**src/rtl/cdb_arbiter_pkg.sv**
```systemverilog
// cdb_arbiter_pkg
//   Shared widths and source encodings for the common data bus arbiter.
//   ROB_POS_W / DATA_W / ADDR_W are the default payload widths; the
//   CDB_SRC_* constants encode which producer owns a broadcast.
package cdb_arbiter_pkg;

  localparam int ROB_POS_W = 4;
  localparam int DATA_W    = 32;
  localparam int ADDR_W    = 32;

  localparam logic CDB_SRC_ALU = 1'b0;
  localparam logic CDB_SRC_LSB = 1'b1;

endpackage

```
**src/rtl/cdb_fifo.sv**
```systemverilog
// cdb_fifo
//   Small skid FIFO for one CDB producer. Storage is a plain array that is
//   never cleared; only pointers and count are reset/flushed.
// Ports:
//   clk, rst      clock, synchronous active-high reset
//   flush         synchronous clear of pointers and count
//   push          write push_data at the tail (caller guarantees not full)
//   pop           drop the head entry (caller guarantees not empty)
//   count         number of stored entries (0..DEPTH)
//   head          data at the head of the queue
module cdb_fifo #(
  parameter int WIDTH = 8,
  parameter int DEPTH = 4
) (
  input  logic                     clk,
  input  logic                     rst,
  input  logic                     flush,
  input  logic                     push,
  input  logic [WIDTH-1:0]         push_data,
  input  logic                     pop,
  output logic [$clog2(DEPTH):0]   count,
  output logic [WIDTH-1:0]         head
);

  localparam int PTR_W = $clog2(DEPTH);
  localparam int CNT_W = PTR_W + 1;

  logic [WIDTH-1:0] mem [DEPTH];
  logic [PTR_W-1:0] rd_ptr_reg;
  logic [PTR_W-1:0] wr_ptr_reg;
  logic [CNT_W-1:0] count_reg;

  // Pointers are exactly log2(DEPTH) bits, so they wrap on their own.
  always_ff @(posedge clk) begin
    if (rst || flush) begin
      rd_ptr_reg <= '0;
      wr_ptr_reg <= '0;
      count_reg  <= '0;
    end else begin
      if (push) wr_ptr_reg <= wr_ptr_reg + PTR_W'(1);
      if (pop)  rd_ptr_reg <= rd_ptr_reg + PTR_W'(1);
      if (push && !pop)
        count_reg <= count_reg + CNT_W'(1);
      else if (pop && !push)
        count_reg <= count_reg - CNT_W'(1);
    end
  end

  always_ff @(posedge clk) begin
    if (push) mem[wr_ptr_reg] <= push_data;
  end

  assign head  = mem[rd_ptr_reg];
  assign count = count_reg;

endmodule

```
**src/rtl/cdb_arbiter.sv**
```systemverilog
// cdb_arbiter
//   Shares the common data bus between the ALU and the load/store buffer.
//   Each producer feeds a skid FIFO; a round-robin grant pops one head per
//   cycle and registers it onto the cdb_* outputs. rollback flushes both
//   FIFOs; rdy=0 freezes everything.
// Ports:
//   clk, rst                 clock, synchronous active-high reset
//   rdy                      global enable (low = hold all state)
//   rollback                 flush all pending results
//   alu_valid/rob_pos/val/jump/pc, alu_ready   ALU result input
//   lsb_valid/rob_pos/val, lsb_ready            LSB result input
//   cdb_valid/src/rob_pos/val/jump/pc           registered broadcast
// Optional build macro CDB_ARB_STATS_EN adds stat_alu_grants,
//   stat_lsb_grants and stat_stall_cycles (32-bit, cleared by rst only).
module cdb_arbiter #(
  parameter int FIFO_DEPTH = 4,
  parameter int ROB_POS_W  = cdb_arbiter_pkg::ROB_POS_W,
  parameter int DATA_W     = cdb_arbiter_pkg::DATA_W,
  parameter int ADDR_W     = cdb_arbiter_pkg::ADDR_W
) (
  input  logic                 clk,
  input  logic                 rst,
  input  logic                 rdy,
  input  logic                 rollback,
  input  logic                 alu_valid,
  input  logic [ROB_POS_W-1:0] alu_rob_pos,
  input  logic [DATA_W-1:0]    alu_val,
  input  logic                 alu_jump,
  input  logic [ADDR_W-1:0]    alu_pc,
  output logic                 alu_ready,
  input  logic                 lsb_valid,
  input  logic [ROB_POS_W-1:0] lsb_rob_pos,
  input  logic [DATA_W-1:0]    lsb_val,
  output logic                 lsb_ready,
  output logic                 cdb_valid,
  output logic                 cdb_src,
  output logic [ROB_POS_W-1:0] cdb_rob_pos,
  output logic [DATA_W-1:0]    cdb_val,
  output logic                 cdb_jump,
  output logic [ADDR_W-1:0]    cdb_pc
`ifdef CDB_ARB_STATS_EN
  ,
  output logic [31:0]          stat_alu_grants,
  output logic [31:0]          stat_lsb_grants,
  output logic [31:0]          stat_stall_cycles
`endif
);

  import cdb_arbiter_pkg::*;

  localparam int CNT_W = $clog2(FIFO_DEPTH) + 1;
  localparam int ALU_W = ROB_POS_W + DATA_W + 1 + ADDR_W;
  localparam int LSB_W = ROB_POS_W + DATA_W;

  logic [CNT_W-1:0] alu_count;
  logic [CNT_W-1:0] lsb_count;
  logic [ALU_W-1:0] alu_head;
  logic [LSB_W-1:0] lsb_head;

  logic [ROB_POS_W-1:0] alu_head_pos;
  logic [DATA_W-1:0]    alu_head_val;
  logic                 alu_head_jump;
  logic [ADDR_W-1:0]    alu_head_pc;
  logic [ROB_POS_W-1:0] lsb_head_pos;
  logic [DATA_W-1:0]    lsb_head_val;

  logic active;
  logic flush;
  logic alu_push;
  logic lsb_push;
  logic alu_nonempty;
  logic lsb_nonempty;
  logic grant_alu;
  logic grant_lsb;

  logic                 rr_last_reg;
  logic                 cdb_valid_reg;
  logic                 cdb_src_reg;
  logic [ROB_POS_W-1:0] cdb_rob_pos_reg;
  logic [DATA_W-1:0]    cdb_val_reg;
  logic                 cdb_jump_reg;
  logic [ADDR_W-1:0]    cdb_pc_reg;

  assign active = rdy && !rollback;
  assign flush  = rdy && rollback;

  // Ready looks only at the registered count: a full FIFO stays not-ready
  // even in a cycle where it is about to be popped.
  assign alu_ready = active && (alu_count < CNT_W'(FIFO_DEPTH));
  assign lsb_ready = active && (lsb_count < CNT_W'(FIFO_DEPTH));
  assign alu_push  = alu_valid && alu_ready;
  assign lsb_push  = lsb_valid && lsb_ready;

  // Grant decisions use pre-push counts, so a result pushed into an empty
  // FIFO waits at least one cycle before it can be broadcast.
  assign alu_nonempty = (alu_count != '0);
  assign lsb_nonempty = (lsb_count != '0);
  assign grant_alu = active && alu_nonempty &&
                     (!lsb_nonempty || rr_last_reg == CDB_SRC_LSB);
  assign grant_lsb = active && lsb_nonempty &&
                     (!alu_nonempty || rr_last_reg == CDB_SRC_ALU);

  cdb_fifo #(.WIDTH(ALU_W), .DEPTH(FIFO_DEPTH)) u_alu_fifo (
    .clk       (clk),
    .rst       (rst),
    .flush     (flush),
    .push      (alu_push),
    .push_data ({alu_rob_pos, alu_val, alu_jump, alu_pc}),
    .pop       (grant_alu),
    .count     (alu_count),
    .head      (alu_head)
  );

  cdb_fifo #(.WIDTH(LSB_W), .DEPTH(FIFO_DEPTH)) u_lsb_fifo (
    .clk       (clk),
    .rst       (rst),
    .flush     (flush),
    .push      (lsb_push),
    .push_data ({lsb_rob_pos, lsb_val}),
    .pop       (grant_lsb),
    .count     (lsb_count),
    .head      (lsb_head)
  );

  assign {alu_head_pos, alu_head_val, alu_head_jump, alu_head_pc} = alu_head;
  assign {lsb_head_pos, lsb_head_val} = lsb_head;

  always_ff @(posedge clk) begin
    if (rst) begin
      rr_last_reg     <= CDB_SRC_LSB;
      cdb_valid_reg   <= 1'b0;
      cdb_src_reg     <= CDB_SRC_ALU;
      cdb_rob_pos_reg <= '0;
      cdb_val_reg     <= '0;
      cdb_jump_reg    <= 1'b0;
      cdb_pc_reg      <= '0;
    end else if (rdy) begin
      if (rollback) begin
        rr_last_reg   <= CDB_SRC_LSB;
        cdb_valid_reg <= 1'b0;
      end else if (grant_alu) begin
        rr_last_reg     <= CDB_SRC_ALU;
        cdb_valid_reg   <= 1'b1;
        cdb_src_reg     <= CDB_SRC_ALU;
        cdb_rob_pos_reg <= alu_head_pos;
        cdb_val_reg     <= alu_head_val;
        cdb_jump_reg    <= alu_head_jump;
        cdb_pc_reg      <= alu_head_pc;
      end else if (grant_lsb) begin
        rr_last_reg     <= CDB_SRC_LSB;
        cdb_valid_reg   <= 1'b1;
        cdb_src_reg     <= CDB_SRC_LSB;
        cdb_rob_pos_reg <= lsb_head_pos;
        cdb_val_reg     <= lsb_head_val;
        cdb_jump_reg    <= 1'b0;
        cdb_pc_reg      <= '0;
      end else begin
        cdb_valid_reg <= 1'b0;
      end
    end
  end

  assign cdb_valid   = cdb_valid_reg;
  assign cdb_src     = cdb_src_reg;
  assign cdb_rob_pos = cdb_rob_pos_reg;
  assign cdb_val     = cdb_val_reg;
  assign cdb_jump    = cdb_jump_reg;
  assign cdb_pc      = cdb_pc_reg;

`ifdef CDB_ARB_STATS_EN
  logic [31:0] stat_alu_grants_reg;
  logic [31:0] stat_lsb_grants_reg;
  logic [31:0] stat_stall_cycles_reg;

  // A stall is any enabled cycle where some FIFO holds data it did not get
  // to broadcast; counted once per cycle regardless of how many FIFOs wait.
  always_ff @(posedge clk) begin
    if (rst) begin
      stat_alu_grants_reg   <= '0;
      stat_lsb_grants_reg   <= '0;
      stat_stall_cycles_reg <= '0;
    end else if (rdy) begin
      if (grant_alu) stat_alu_grants_reg <= stat_alu_grants_reg + 32'd1;
      if (grant_lsb) stat_lsb_grants_reg <= stat_lsb_grants_reg + 32'd1;
      if ((alu_nonempty && !grant_alu) || (lsb_nonempty && !grant_lsb))
        stat_stall_cycles_reg <= stat_stall_cycles_reg + 32'd1;
    end
  end

  assign stat_alu_grants   = stat_alu_grants_reg;
  assign stat_lsb_grants   = stat_lsb_grants_reg;
  assign stat_stall_cycles = stat_stall_cycles_reg;
`endif

endmodule

```
**config.mk**
```make
export PLATFORM = sky130hd
export DESIGN_NAME = cdb_arbiter
export DESIGN_NICKNAME = d
export VERILOG_FILES = /design/src/rtl/cdb_arbiter_pkg.sv /design/src/rtl/cdb_fifo.sv /design/src/rtl/cdb_arbiter.sv
export SDC_FILE = /design/constraint.sdc
export NUM_CORES = 1
export LEC_CHECK = 0
export CORE_ASPECT_RATIO = 0.7
export CORE_MARGIN = 1.5
export CORE_UTILIZATION = 50
export CTS_CLUSTER_DIAMETER = 40
export CTS_CLUSTER_SIZE = 24
export DETAILED_ROUTE_END_ITERATION = 7
export GPL_TIMING_DRIVEN = 0
export HOLD_SLACK_MARGIN = 0.08
export PLACE_DENSITY = 0.74
export SLEW_MARGIN = 30
export SYNTH_ARGS = -nofsm -noshare
export SYNTH_HDL_FRONTEND = slang
export SYNTH_SLANG_ARGS = --single-unit
```
**constraint.sdc**
```tcl
create_clock -name clk -period 6.31 [get_ports clk]
set_input_delay 0.9465 -clock clk [delete_from_list [all_inputs] [get_ports clk]]
set_output_delay 0.9465 -clock clk [all_outputs]
set_load 0.02 [all_outputs]
```
## Word level (Yosys, flattened, before mapping)

Memory sizes are Yosys's and may differ from the RTL's. A register that Yosys moved wholly into a read port is not among the register bits.
Cells that the tools add are included.

| storage, ports and cells | value |
|---|---|
| register bits after elaboration | 86 |
| bits in writable memories | 420 |
| output and inout port bits | 73 |
| logic and storage cells | 85 |
| memories | 2 |

| operators by class | value |
|---|---|
| $add $sub $neg | 8 |
| magnitude comparators | 2 |
| mux-type cells | 26 |
| bitwise gates (word level) | 2 |
| reduce and logical (&&, ||, !) cells | 32 |

Memories:

| memory | depth | bits a word | read ports | clocked after Yosys merged registers in | write ports | line | RTL |
|---|---|---|---|---|---|---|---|
| u_alu_fifo.mem | 4 | 69 | 1 | 1 | 1 | cdb_fifo.sv:28 | `logic [WIDTH-1:0] mem [DEPTH];` |
| u_lsb_fifo.mem | 4 | 36 | 1 | 1 | 1 | cdb_fifo.sv:28 |  |

Operators with widths:

| operator | number |
|---|---|
| 2-to-1 mux 32 bit | 4 |
| logical AND 1 bit | 14 |
| 2-to-1 mux 1 bit | 12 |
| 2-to-1 mux 3 bit | 4 |
| nonzero test 3 bit | 3 |
| adder 2 x 1 -> 2 bit (second input constant) | 4 |
| 2-to-1 mux 2 bit | 4 |
| 2-to-1 mux 4 bit | 2 |
| logical NOT 1 bit | 7 |
| adder 3 x 1 -> 3 bit (second input constant) | 2 |
| less-than comparator 3 bit (second input constant) | 2 |
| nonzero test 2 bit | 3 |
| subtractor 3 x 1 -> 3 bit (second input constant) | 2 |
| logical OR 1 bit | 3 |
| AND reduction 3 bit | 1 |
| inverter 1 bit | 2 |
| AND reduction 2 bit | 1 |

## Logic depth before layout (Yosys ltp)

Gate-level depths: netlist (run 1).

| logic depth | value |
|---|---|
| word-level depth | 8 |
| gate-level depth with buffers | 11 |

## By module

From an unflattened synthesis (run 1), not the netlist that was laid out.

| unflattened totals | value |
|---|---|
| cells, all modules | 997 |
| area total of the unflattened synthesis | 19,396.1 µm² |

Modules (own cells, without submodules):

| module | times used | cells each | area each (µm²) | sequential area each (µm²) |
|---|---|---|---|---|
| cdb_fifo at u_alu_fifo | 1 | 404 | 10,390.0 | 8,468.1 |
| cdb_fifo at u_lsb_fifo | 1 | 231 | 5,671.7 | 4,504.3 |
| cdb_arbiter | 1 | 362 | 3,334.4 | 1,441.4 |

## Worst setup path after synthesis (run 1)

OpenSTA, ideal clock, no wires.

| path | value |
|---|---|
| path type | input -> register |
| start point | input port rollback |
| end point | memory u_alu_fifo.mem[0][0] (netlist name) (enable) |
| library setup time | 0.435 ns |
| data arrival time | 3.211 ns |
| slack | 2.664 ns |
| stages on the path | 3 |
| buffers on the path | 0 |
| path through | nand2b_1 nor3b_2 and2_1 |

| on the way | value |
|---|---|
| cells in the longest elaborated chain, start to end | 6 |

RTL lines:

| item | line | RTL |
|---|---|---|
| from (decl) | cdb_arbiter.sv:24 | `input logic rollback,` |
| logical NOT 1 bit | cdb_arbiter.sv:84 | `assign active = rdy && !rollback;` |
| logical AND 1 bit | cdb_arbiter.sv:84 |  |
| logical AND 1 bit | cdb_arbiter.sv:89 | `assign alu_ready = active && (alu_count < CNT_W'(FIFO_DEPTH));` |
| logical AND 1 bit | cdb_arbiter.sv:91 | `assign alu_push = alu_valid && alu_ready;` |
| net alu_push | cdb_arbiter.sv:69 | `logic alu_push;` |
| 2-to-1 mux 1 bit | cdb_fifo.sv:50 | `if (push) mem[wr_ptr_reg] <= push_data;` |
| 2-to-1 mux 1 bit (not written as such) | cdb_fifo.sv:50 |  |
| to (decl) | cdb_fifo.sv:28 |  |

The timed path passes the listed nets, and every way through them passes these cells.

## Final worst setup path (run 1)

| path | value |
|---|---|
| start point | input port rollback |
| end point | output port lsb_ready |

| on the way | value |
|---|---|
| cells in the longest elaborated chain, start to end | 3 |

RTL lines:

| item | line | RTL |
|---|---|---|
| logical NOT 1 bit | cdb_arbiter.sv:84 |  |
| logical AND 1 bit | cdb_arbiter.sv:84 |  |
| logical AND 1 bit | cdb_arbiter.sv:90 | `assign lsb_ready = active && (lsb_count < CNT_W'(FIFO_DEPTH));` |
| to (decl) | cdb_arbiter.sv:34 | `output logic lsb_ready,` |

Every way passes these cells.

==> results_dict.tcl, run 1 <==
set metrics [dict create \
    status "finished, violations left" \
    violations "design-rule violations" \
    portBuffers 182 \
    post-place-cells 1647 \
    drcViolationCount 10 \
    gp_congestion 0.758 \
    critPathKind "primary input to output pin" \
    placed_area_um2 21400 \
    grt_usage_pct 21.0 \
    yosysMostFrequentCell "edfxtp_1" \
    crit_fanout 5 \
    path_clk_slew_ns 0.07 \
    ctsHoldBuffers 0 \
    num_io_pins 184 \
    path_cells "clkdlybuf4s50_1, nand2b_1, nor2_1, clkdlybuf4s50_1" \
    synth_commonest_cells "edfxtp_1 (420), mux4_2 (105), dfxtp_1 (90)" \
    clk_latency_ns 0.57 \
    die_area_um2 38700 \
    top_register "u_alu_fifo.mem" \
    grt_pass1_wl_um 60100 \
    cts_inserted_buffers 45 \
    slew-limit-headroom_pct 42.4 \
    final_cells 1733 \
    postSynthAreaPerCell_um2 19.4 \
    start_util_pct 50.7 \
    rsz0062_at_grt "no" \
    grt_max_degree 40 \
    layout.nets 1329 \
    ys_types 36 \
    post-route-min-period_ns 3.54 \
    clock.fmax_ghz 0.282 \
    internal_power_mw 5.48 \
    cts_root_buf "clkbuf_16" \
    fin_skew_ns 0.0256 \
    vdd_drop_max_mv 0.232 \
    yosysSeqAreaShare_pct 76.8 \
    arrival_ns 2.60 \
    slew_violations 0 \
    pwr-share-seq_pct 52.8 \
    synth_ff_type "edfxtp_1" \
    final_cell_area_um2 23000 \
    holdWs_ns 0.487 \
    ys_warn_count 0 \
    die_h_um 165 \
    worstPathRequired_ns 5.36 \
    tightest_slew_ns 0.864 \
    clkPwrFrac_pct 40.4 \
    power.density_nw_per_um2 308 \
    power_switching_mw 1.61 \
    rows 59 \
    synthesis.area_um2 18800 \
    critPathCaptureType "output pin" \
    postCtsSetupRepairBufs 0 \
    syn2layout_area_growth_pct 22.4 \
    hold_path.class "register to register" \
    syn_nets 1091 \
    combPwrFrac_pct 6.8 \
    cts_sinks 510 \
    reg2regPathDepth 11 \
    drt-wirelength-per-cell_um 23.1 \
    synth_area_leaders "edfxtp_1 (67%), mux4_2 (13%), dfxtp_1 (9.6%)" \
    dpl.hpwl_um 26200 \
    first_iter_violations 878 \
    async_flop_share_pct 0 \
    yosys.area.top_type "edfxtp_1" \
    finalHoldViolCount 0 \
    setup_viol 0 \
    die_w_um 235 \
    timing.critical_path.mode_cell "clkdlybuf4s50_1" \
    tns_ns 0 \
    critPathSlowestCell "clkdlybuf4s50_1" \
    cap_violations 0 \
    grt_pass1_vias 9906 \
    layout-drive-gt1-share_pct 18.8 \
    postCtsResizedCells 0 \
    finalCritPeriodShare_pct 56.1 \
    h-tree-depth 2 \
    synth_enable_flop_cells 420 \
    drtAntennaViolNets 0 \
    slowest_delay_ns 0.64 \
    largest_reg_flops 276 \
    syn-instance-count 968 \
    vias_per_cell 5.64 \
    cts_tree "yes" \
    drt-total-wl_um 40000 \
    vias 9767 \
    reg_top3 "u_alu_fifo.mem: 276 flops, u_lsb_fifo.mem: 144 flops" \
    p_sw_share_pct 22.6 \
    clk_path_buf_depth 3 \
    p_leak_nw 7.33 \
    total_power_mw 7.09 \
    yosys.area.top_type_share_pct 67.2 \
    drt-pass1-iter-count 8 \
    grt_overflow 0 \
    whs_path_depth 2 \
    synth-seq-cells 510 \
    fillers 2649 \
    placeableCoreArea_um2 37100 \
    grt_antenna_before_repair 4 \
    start_kind "primary input" \
]
[cell families (layout without fill, tap and decap cells)]
kind of cell             after synthesis  in the layout  share of synthesized area (%)
flip-flops                           510            510                           76.8
AND/OR/NAND/NOR                      180            180                           3.99
multiplexers                         109            109                           12.8
AO/OA/AOI/OAI                         83             83                           3.48
buffers and inverters                 65            339                           1.65
adder cells (fa/ha/maj)               12             12                          0.880
XOR/XNOR                               9              9                          0.420
other                                  0              3                              0
[routing by layer]
metal / GRT usage, % / wire length (um) / vias up
met5: 0 / 30 / -
met3: 3.92 / 2540 / 57
met4: 6.05 / 760 / 4
met1: 30.1 / 17500 / 5037
met2: 33.4 / 19100 / 311
li1: - / - / 4358
[final cells by class]
cell class              instances  area, um^2  share of cell area, %
flip-flops and latches        510       14400                   62.7
multi-input cells             393        4070                   17.7
repair buffers                191        2020                   8.78
clock buffers                  51        1190                   5.18
well taps                     488         611                   2.66
clock inverters                32         359                   1.56
plain buffers                  57         279                   1.21
inverters                       8        31.3                  0.136
diodes                          3        7.51                 0.0327
[layout by cell type, fill, tap and decap left out, types with 3 or more instances in the layout]
master	count
and2_2	3
bufinv_16	3
xor2_1	6
a311oi_1	36
clkbuf_1	31
nor2_1	85
and2_4	5
dfxtp_1	90
edfxtp_1	420
a21oi_1	4
a22oi_1	33
inv_8	10
diode_2	3
clkbuf_16	47
ha_1	10
o21ai_0	3
clkdlybuf4s50_1	182
inv_6	7
xnor2_1	3
or3_1	4
mux4_2	105
buf_2	25
inv_1	7
nand2b_1	3
clkinv_1	3
clkinv_2	4
buf_12	7
mux2i_1	4
nand2_1	72
[path summary, 6_finish.rpt]
| path | slack (ns) | end | from |
|---|---|---|---|
| setup / recovery | 2.77 | lsb_ready | rollback |
| hold / removal | 0.49 | cdb_valid$_SDFFE_PP0P_ | cdb_valid$_SDFFE_PP0P_ |
| setup reg to reg | 3.49 | u_alu_fifo.count[2]$_SDFFE_PP0P_ | u_alu_fifo.count[2]$_SDFFE_PP0P_ |
| hold reg to reg | 0.49 | cdb_valid$_SDFFE_PP0P_ | cdb_valid$_SDFFE_PP0P_ |
[worst max-delay path, delay by kind of cell]
family / cells / cell delay [ns]
AND/OR/NAND/NOR: 2 / 0.50
buffers and inverters: 2 / 1.14
[power by group through the flow]
stage | sequential, mW | combinational [mW] | clock, mW
final | 3.74 | 0.485 | 2.86
after global routing | 3.75 | 0.524 | 3.05
after CTS | 3.74 | 0.490 | 2.92
after detailed placement | 3.81 | 0.487 | 0
after global placement | 3.82 | 0.469 | 0
after floorplan | 3.85 | 0.206 | 0
[metrics by stage]
stage / setup WS [ns] / util, %
after global placement: 0.605 / 57.2
after detailed placement: 2.52 / 57.8
after CTS: 2.79 / 62.0
after floorplan: 2.66 / -
after global routing: 2.72 / 62.0
final: 2.77 / 62.0
Power figures use the tool's default switching activity.
==> run 2, diff against run 1 <==
Settings changed: PLACE_DENSITY 0.74 to 0.77.
Clock period 6.31 ns to 2.94 ns, I/O delays scaled along.
==> run 2 against run 1 <==
The run still ends with design-rule violations left. Register-to-register slack worse by 3.2 ns. Utilization up 0.26 points. Power rose by 120%. Global-route usage increased by 0.53 points. Sequential cell count stayed put. Routed wire length up 1.6%. Sequential power rose by 110%. First-iteration DRC count shrank 5.8%. Critical endpoint is now u_alu_fifo.count[2]$_SDFFE_PP0P_. Largest cell class unchanged. Largest power group unchanged.
==> results_dict.tcl, run 2 (same netlist as run 1, synthesis figures left out) <==
set metrics [dict create \
    portBuffers 182 \
    finalHoldViolCount 0 \
    critPathSlowestCell "or3_4" \
    arrival_ns 3.15 \
    grt_antenna_before_repair 5 \
    ctsHoldBuffers 0 \
    grt_pass1_wl_um 61600 \
    die_h_um 165 \
    start_kind "register" \
    cts_tree "yes" \
    setup_viol 0 \
    top_register "u_alu_fifo.mem" \
    drt-wirelength-per-cell_um 23.4 \
    start_util_pct 50.7 \
    worstPathRequired_ns 3.42 \
    vdd_drop_max_mv 0.575 \
    critPathCaptureType "register" \
    grt_overflow 0 \
    clk_path_buf_depth 3 \
    dpl.hpwl_um 26900 \
    slew_violations 0 \
    clk_latency_ns 0.57 \
    status "finished, violations left" \
    grt_max_degree 41 \
    drtAntennaViolNets 0 \
    cap_violations 0 \
    power.density_nw_per_um2 670 \
    vias_per_cell 5.68 \
    h-tree-depth 2 \
    vias 9849 \
    path_clk_slew_ns 0.06 \
    final_cell_mix "edfxtp_1 (420), clkdlybuf4s50_1 (182), mux4_2 (105)" \
    die_area_um2 38700 \
    gp_congestion 0.757 \
    drcViolationCount 14 \
    postCtsResizedCells 0 \
    grt_usage_pct 21.5 \
    cts_sinks 510 \
    largest_reg_flops 276 \
    rows 59 \
    layout.nets 1328 \
    finalCritPeriodShare_pct 90.7 \
    p_leak_nw 7.37 \
    layout-drive-gt1-share_pct 19.1 \
    cts_inserted_buffers 46 \
    first_iter_violations 827 \
    post-route-min-period_ns 2.67 \
    violations "design-rule violations" \
    slowest_delay_ns 0.42 \
    postCtsSetupRepairBufs 0 \
    cts_root_buf "clkbuf_16" \
    critPathKind "register to register" \
    grt_pass1_vias 10200 \
    tns_ns 0 \
    rrSetupSlack_ns 0.27 \
    final_common_cell "edfxtp_1" \
    die_w_um 235 \
    clock.fmax_ghz 0.375 \
    tightest_slew_ns 0.995 \
    holdWs_ns 0.478 \
    slew-limit-headroom_pct 33.7 \
    num_io_pins 184 \
    drt-pass1-iter-count 8 \
    syn2layout_area_growth_pct 22.9 \
    crit_fanout 12 \
    total_power_mw 15.5 \
    path_cells "or3_4, o211a_1, buf_6, clkinv_2, ha_1, inv_1, fa_1, xor2_1, or3_1, a21oi_1" \
    fin_skew_ns 0.0286 \
    rsz0062_at_grt "no" \
    reg_top3 "u_alu_fifo.mem: 276 flops, u_lsb_fifo.mem: 144 flops" \
    placeableCoreArea_um2 37100 \
    drt-total-wl_um 40600 \
    hold_path.class "register to register" \
]
## run 2: cell types whose count changed in the layout (fill, tap and decap cells not counted), moves of 2 or more
cell      previous run  this run
buf_12               7         4
buf_16               2         4
clkbuf_1            31        27
clkinv_8             0         7
inv_6                7        10
inv_8               10         6
## run 2: layout make-up
type,count,area (um^2)
fill,2633,14000
sequential,510,14400
clock inverter,37,458
clock buffer,48,1200
antenna,3,7.51
inverter,8,31.3
buffer,56,274
tap,488,611
timing repair buffer,190,2010
multi-input combinational,393,4070
## run 2: through the flow
stage,setup slack [ns],util (%),instance area (um^2),instances
after global routing,0.117,62.2,23100,1730
final,0.274,62.3,23100,1733
after floorplan,0.481,-,18800,968
after detailed placement,-0.368,57.8,21400,1646
after global placement,-0.931,57.2,21200,1638
after CTS,0.124,62.3,23100,1731
## run 2: power breakdown
| part | switching (mW) | total (mW) | internal (mW) |
|---|---|---|---|
| clock | 2.95 | 6.39 | 3.44 |
| sequential | 0.0801 | 8.03 | 7.95 |
| combinational | 0.557 | 1.05 | 0.489 |
## run 2: path summary, 6_finish.rpt
| kind | start | to | cells after the start |
|---|---|---|---|
| hold reg to reg | cdb_valid$_SDFFE_PP0P_ | cdb_valid$_SDFFE_PP0P_ | 2 |
| setup reg to reg | u_alu_fifo.count[2]$_SDFFE_PP0P_ | u_alu_fifo.count[2]$_SDFFE_PP0P_ | 10 |
| setup / recovery | u_alu_fifo.count[2]$_SDFFE_PP0P_ | u_alu_fifo.count[2]$_SDFFE_PP0P_ | 10 |
| hold / removal | cdb_valid$_SDFFE_PP0P_ | cdb_valid$_SDFFE_PP0P_ | 2 |
## run 2: routing by layer
layer / track usage, % / routed length, um / part of all wire, % / vias up
met4: 4.81 / 564 / 1.4 / 4
met3: 4.09 / 2480 / 6.1 / 51
met5: 0 / 25 / 0.062 / -
met1: 30.9 / 17700 / 44 / 5131
li1: - / - / - / 4355
met2: 34.8 / 19800 / 49 / 308
## run 2: worst max-delay path, delay by kind of cell (launching register included)
kind / cells / cell delay [ns]
xor gates and xnor gates: 1 / 0.18
buffers and inverters: 3 / 0.42
adders and majority gates: 2 / 0.61
and+or+nand+nor: 2 / 0.73
DFF: 1 / 0.36
AOI/OAI and AO/OA: 2 / 0.30
